===== config.mk =====
export PLATFORM = sky130hd
export DESIGN_NAME = bus_datapath_flat
export DESIGN_NICKNAME = d
export VERILOG_FILES = /design/src/rtl/bus_datapath_if.sv /design/src/rtl/bus_datapath.sv /design/src/flat_wrapper.sv
export SDC_FILE = /design/constraint.sdc
export NUM_CORES = 1
export LEC_CHECK = 0
export ABC_AREA = 1
export ABC_CLOCK_PERIOD_IN_PS = 16260
export CELL_PAD_IN_SITES_DETAIL_PLACEMENT = 0
export CELL_PAD_IN_SITES_GLOBAL_PLACEMENT = 1
export CORE_MARGIN = 2
export CORE_UTILIZATION = 40
export CTS_BUF_LIST = sky130_fd_sc_hd__clkbuf_8
export DETAILED_ROUTE_END_ITERATION = 7
export GPL_ROUTABILITY_DRIVEN = 0
export GPL_TIMING_DRIVEN = 0
export PLACE_DENSITY = 0.82
export SYNTH_ARGS = -nofsm -noshare
export SYNTH_HDL_FRONTEND = slang
export SYNTH_SLANG_ARGS = --single-unit

===== constraint.sdc =====
create_clock -name clock -period 16.26 [get_ports clock]
set_input_delay 3.252 -clock clock [delete_from_list [all_inputs] [get_ports clock]]
set_output_delay 3.252 -clock clock [all_outputs]
set_load 0.005 [all_outputs]

===== src/rtl/bus_datapath_if.sv =====
// Control and bus bundle between the processor controller and the register-transfer datapath.
interface bus_datapath_if #(
  parameter int WIDTH = 8
);
  logic [7:0]       instruction;
  logic [15:0]      rout;
  logic [15:0]      ren;
  logic             addxor;
  logic [WIDTH-1:0] bus;
  logic             bus_conflict;
  logic             carry;
  logic             zero;

  modport master (
    output instruction, rout, ren, addxor,
    input  bus, bus_conflict, carry, zero
  );

  modport slave (
    input  instruction, rout, ren, addxor,
    output bus, bus_conflict, carry, zero
  );
endinterface


===== src/rtl/bus_datapath.sv =====
// Shared-bus datapath: eight general registers, ALU operand latch A and result register G,
// driven each cycle by the controller's one-hot source select and sink enables.
module bus_datapath #(
  parameter int WIDTH = 8
) (
  input  logic             clock,
  input  logic             reset,
  bus_datapath_if.slave    ctl,
  input  logic [3:0]       debug_select,
  output logic [WIDTH-1:0] debug_value
);

  logic [WIDTH-1:0] regs_q [8];
  logic [WIDTH-1:0] regs_d [8];
  logic [WIDTH-1:0] a_q, a_d;
  logic [WIDTH-1:0] g_q, g_d;
  logic             carry_q, carry_d;
  logic             zero_q, zero_d;

  logic [WIDTH-1:0] sources [16];
  logic [WIDTH-1:0] bus_value;
  logic [4:0]       src_count;
  logic [WIDTH:0]   sum;
  logic [WIDTH-1:0] alu_result;
  logic             alu_carry;
  logic             unused_ren_bits;

  assign unused_ren_bits = ^ctl.ren[15:10];

  always_comb begin
    for (int i = 0; i < 16; i++) sources[i] = '0;
    for (int i = 0; i < 8; i++) sources[i] = regs_q[i];
    sources[8]  = a_q;
    sources[9]  = g_q;
    sources[10] = WIDTH'(ctl.instruction);
  end

  // Selected drivers are wire-ORed so a conflicting select still yields a defined value.
  always_comb begin
    bus_value = '0;
    src_count = '0;
    for (int i = 0; i < 16; i++) begin
      if (ctl.rout[i]) begin
        bus_value = bus_value | sources[i];
        src_count = src_count + 5'd1;
      end
    end
  end

  assign ctl.bus          = bus_value;
  assign ctl.bus_conflict = (src_count >= 5'd2);
  assign ctl.carry        = carry_q;
  assign ctl.zero         = zero_q;

  always_comb begin
    sum        = {1'b0, a_q} + {1'b0, bus_value};
    alu_result = '0;
    alu_carry  = 1'b0;
    if (ctl.addxor) begin
      alu_result = a_q ^ bus_value;
    end else begin
      alu_result = sum[WIDTH-1:0];
      alu_carry  = sum[WIDTH];
    end
  end

  // G always sees the pre-edge A, so a same-cycle A load does not disturb the ALU.
  always_comb begin
    for (int i = 0; i < 8; i++) regs_d[i] = ctl.ren[i] ? bus_value : regs_q[i];
    a_d     = ctl.ren[8] ? bus_value : a_q;
    g_d     = g_q;
    carry_d = carry_q;
    zero_d  = zero_q;
    if (ctl.ren[9]) begin
      g_d     = alu_result;
      carry_d = alu_carry;
      zero_d  = (alu_result == '0);
    end
  end

  always_ff @(posedge clock) begin
    if (reset) begin
      for (int i = 0; i < 8; i++) regs_q[i] <= '0;
      a_q     <= '0;
      g_q     <= '0;
      carry_q <= 1'b0;
      zero_q  <= 1'b0;
    end else begin
      for (int i = 0; i < 8; i++) regs_q[i] <= regs_d[i];
      a_q     <= a_d;
      g_q     <= g_d;
      carry_q <= carry_d;
      zero_q  <= zero_d;
    end
  end

  always_comb begin
    debug_value = '0;
    if (debug_select < 4'd8) begin
      debug_value = regs_q[debug_select[2:0]];
    end else if (debug_select == 4'd8) begin
      debug_value = a_q;
    end else if (debug_select == 4'd9) begin
      debug_value = g_q;
    end
  end

endmodule


===== src/flat_wrapper.sv =====
// flat-port wrapper written by rule: the top's interface ports become plain ports
module bus_datapath_flat 
#(
  parameter int WIDTH = 8
)
  (clock, reset, debug_select, debug_value, ctl_instruction, ctl_rout, ctl_ren, ctl_addxor, ctl_bus, ctl_bus_conflict, ctl_carry, ctl_zero);
  bus_datapath_if #(.WIDTH(WIDTH)) ctl_i ();
  input  logic clock;
  input  logic reset;
  input  logic [3:0] debug_select;
  output logic [WIDTH-1:0] debug_value;
  input wire logic [$bits(ctl_i.instruction)-1:0] ctl_instruction;
  input wire logic [$bits(ctl_i.rout)-1:0] ctl_rout;
  input wire logic [$bits(ctl_i.ren)-1:0] ctl_ren;
  input wire logic [$bits(ctl_i.addxor)-1:0] ctl_addxor;
  output wire logic [$bits(ctl_i.bus)-1:0] ctl_bus;
  output wire logic [$bits(ctl_i.bus_conflict)-1:0] ctl_bus_conflict;
  output wire logic [$bits(ctl_i.carry)-1:0] ctl_carry;
  output wire logic [$bits(ctl_i.zero)-1:0] ctl_zero;
  assign ctl_i.instruction = ctl_instruction;
  assign ctl_i.rout = ctl_rout;
  assign ctl_i.ren = ctl_ren;
  assign ctl_i.addxor = ctl_addxor;
  assign ctl_bus = ctl_i.bus;
  assign ctl_bus_conflict = ctl_i.bus_conflict;
  assign ctl_carry = ctl_i.carry;
  assign ctl_zero = ctl_i.zero;
  bus_datapath #(.WIDTH(WIDTH)) u_core (.clock(clock), .reset(reset), .ctl(ctl_i), .debug_select(debug_select), .debug_value(debug_value));
endmodule

==> results.txt, run 1 <==
The portion of the post-synthesis area used by sequential elements is about 26%. After synthesis, the share of flip-flops with an asynchronous set or reset is 0%. The number of setup buffers added after CTS came out at 0. The number of clock buffers added by TritonCTS is 9.

The post-synthesis average cell area came out at 6.40 um^2. The total design power is ~0.64 mW. The commonest register cell after synthesis is dfxtp_1. The CTS sink count is 82.

The startpoint of the most critical hold path is u_core.ctl.carry$_SDFFE_PP0P_. The power density relative to cell area is 88.3 nW/um^2. Across the run, the number of max-cap violations was 0. The DRC marker count from the first detailed-route iteration came out at 394. For this run, the top clock speed supported by timing is approximately 70 MHz. The HPWL after detailed placement is approximately 15000 um.

The worst setup path is of the in -> out kind. Timing analysis after detailed placement gives a worst setup slack of roughly 1800 ps. The total setup violations reported at the end of the flow is 0. The flow ran to the end, and the final reports show no timing, DRC or antenna violations.

The number of global-route vias before repair was 6007. STA classifies the critical path endpoint as a primary output. The total vias in the final route is 6525.

The count of flip-flops with a built-in enable after synthesis came out at 0. The clock transition at the register clock pins on the worst setup and hold paths after CTS is 80 ps. The worst path meets setup with 1790 ps of slack. The number of nets at the end of the flow is 1118.

During I/O placement, the number of pins put on the boundary was 66. The yosys synthesis warning count came out at 0. The worst path needs 14470 ps of the cycle, external delays included. The aggregate global-route resource usage came out at 22.3%.

The cell row count came out at between 40 and 50. For the worst-skew pair, the clock arrives at the later sink with an insertion delay of 370 ps. Measured along the x axis, the die boundary spans approximately 130 um. The tree is rooted in a clkbuf_8.

The number of antenna violations at the first check in global routing is 0. In this run the vertical extent of the chip is around 130 um. The clock skew after layout came out at between 15 and 20 ps. STA classifies the critical path startpoint as a primary input. Along the worst path, the maximum fanout reaches 7. In the synthesized netlist, the number of instances is 989. Wires add up to roughly 19000 um. In this run, synthesis produced a sequential element count of roughly 80.

In the finished design, the share of the clock period the worst path needs comes to roughly nine tenths. The count of nets left with antenna violations once routing finished came out at 0. The worst slew margin relative to its limit is 21.5%. The netlist area before placement came out at 6320 um^2.

The final-layout worst hold slack came out at 469 ps. The critical path required time came out at approximately 13000 ps. The count of port buffers added during placement is 45. The global-route wire length before repair is 30000 um.

The peak per-stage delay on the critical path came out at approximately 630 ps. The critical path data arrival time came out at around 11000 ps. The distinct cell type count after synthesis came out at 47. The die covers ~17000 um^2. After clock tree synthesis, the repair step resized 0 gates.

The synthesized net count came out at approximately 1100. In this run the worst setup path begins at ctl_rout[0]. The final-report hold violation count came out at 0.

Entering global routing, the biggest net connects 15 pins. The per-cell via count in the routed design is approximately 5.2. The diode insertion count for antenna repair is 0. The signed area change from the synthesized netlist to the final layout is 14.1%. The share of cells above drive strength 1 came out at around 9.0%.

The total iterations of the first detailed-routing run came out at 5. The initial utilization of the core area, before any placement, comes to roughly two fifths. The tightest min-delay check is of the reg -> reg type. The most numerous cell type found on the critical path is nand2_1. The largest vdd supply drop is roughly 0.053 mV. The finished cells cover just over 7000 um^2. For this run, design rule violations remaining after detail routing come to 0. The core area came out at 15300 um^2. Setup repair after global routing left no endpoint under its margin. In this run the critical register-to-register path is launched from u_core.regs_q[1][3]$_SDFFE_PP0P_.

The leakage power summed over all cells came out at 3.55 nW. Global routing finished with a remaining overflow of 0. The CTS tree is built. The count of pins over their slew limit is 0.

For the pin with the worst max-slew slack, the measured transition is 1180 ps. The CTS H-tree depth came out at 3. The maximum buffer depth of the clock tree came out at 2.

In the final routed layout, each cell accounts on average for roughly 15 um. The standard cell with the maximum stage delay on the critical path is clkdlybuf4s50_1. The placed standard-cell area is between 7000 and 8000 um^2. The total negative slack came out at 0 ps. The number of hold buffers added after cts is 0.
[layout make-up]
cell class | instances | area [um^2]
plain buffers | 38 | 165
clock buffers | 10 | 138
clock inverters | 6 | 41.3
fillers | 1655 | 8100
inverters | 191 | 719
multi-input cells | 678 | 3800
flip-flops and latches | 82 | 1640
well taps | 211 | 264
repair buffers | 45 | 450
[placed cells by master, fill, tap and decap left out, types with 6 or more instances in the layout]
master / count
ha_1: 25
nand2_2: 29
nand3_2: 14
dfxtp_1: 82
nand2_1: 165
a21oi_1: 116
clkbuf_8: 10
nand3_1: 53
o22ai_1: 23
nor2_1: 40
buf_1: 9
inv_1: 181
o21ai_0: 117
clkdlybuf4s50_1: 45
o21bai_1: 9
o211ai_1: 12
o221ai_1: 12
nand2_4: 10
o2111ai_1: 6
clkbuf_1: 23
[synthesized netlist by cell type, types with 2 or more instances]
cell / n / area (um^2)
xnor2_1: 2 / 17.5
nand3_2: 14 / 140
a221o_1: 2 / 20.0
clkinv_1: 4 / 15.0
o211ai_1: 12 / 90.1
a21oi_2: 3 / 26.3
o21ai_1: 3 / 15.0
o31ai_1: 2 / 15.0
a32oi_1: 2 / 17.5
o21ai_0: 117 / 586
inv_2: 5 / 18.8
ha_1: 25 / 313
nor2_1: 40 / 150
nand2_2: 29 / 181
o221ai_1: 12 / 105
inv_1: 181 / 679
nand3_1: 53 / 265
nor2_2: 2 / 12.5
buf_1: 9 / 33.8
dfxtp_1: 82 / 1640
xor2_1: 5 / 43.8
nand2_4: 10 / 113
a21oi_1: 116 / 581
nor4_1: 5 / 31.3
o22ai_1: 23 / 144
o2111ai_1: 6 / 52.6
buf_6: 2 / 22.5
a221oi_1: 3 / 26.3
o21bai_1: 9 / 67.6
buf_2: 3 / 15.0
nand3b_1: 4 / 30.0
nand2_1: 165 / 619
or2_2: 2 / 12.5
clkbuf_1: 23 / 86.3
o21ai_2: 2 / 17.5
[critical path, delay by kind of cell]
family | cells | cell delay [ps]
buffers and inverters | 8 | 1620
AO/OA/AOI/OAI | 12 | 1870
adder cells (fa/ha/maj) | 9 | 2670
AND/OR/NAND/NOR | 21 | 1780
[layer usage]
metal | share of wire [%] | GRT usage, % | wire length (um) | up-vias
met5 | 0 | 0 | 0 | -
met4 | 2.7 | 8.79 | 503 | 0
met3 | 3.7 | 1.72 | 683 | 37
met2 | 46 | 37.6 | 8610 | 153
met1 | 47 | 29.9 | 8770 | 2923
li1 | - | - | - | 3412
[through the flow]
step | std cells | util, %
after floorplan | 989 | -
after global placement | 1245 | 46.0
after detailed placement | 1245 | 46.0
after CTS | 1261 | 47.1
after global routing | 1261 | 47.1
final | 1261 | 47.1
[path summary, 6_finish.rpt]
check                             endpoint  slack (ps)  cells after the start
max reg2reg   u_core.ctl.zero$_SDFFE_PP0P_       12000                     23
min reg2reg  u_core.ctl.carry$_SDFFE_PP0P_         470                      2
min          u_core.ctl.carry$_SDFFE_PP0P_         470                      2
max                       ctl_bus_conflict        1790                     50
[registers in the layout, indices dropped and copies added (netlist names)]
signal and flops:
u_core.g_q 8, u_core.regs_q 64, u_core.a_q 8, u_core.ctl.carry 1
u_core.ctl.zero 1
[power by group]
part	switching (mW)	internal (mW)
clock network	0.0803	0.0600
logic	0.167	0.0995
registers	0.0108	0.220
[cells by family after synthesis]
group | share of synthesized area [%]
XOR/XNOR | 0.969
flip-flops | 26.0
AND/OR/NAND/NOR | 25.4
buffers and inverters | 14.0
AO/OA/AOI/OAI | 28.4
adder cells (fa/ha/maj) | 5.26
Power figures use the tool's default switching activity.
==> run 2: changes to the inputs <==
--- a/config.mk
+++ b/config.mk
@@ -16,6 +16,7 @@
 export GPL_ROUTABILITY_DRIVEN = 0
 export GPL_TIMING_DRIVEN = 0
 export PLACE_DENSITY = 0.82
+export SKIP_LAST_GASP = 1
 export SYNTH_ARGS = -nofsm -noshare
 export SYNTH_HDL_FRONTEND = slang
 export SYNTH_SLANG_ARGS = --single-unit
==> results of run 2 <==
The final DEF is identical to that of run 1; final timing and power are the same.
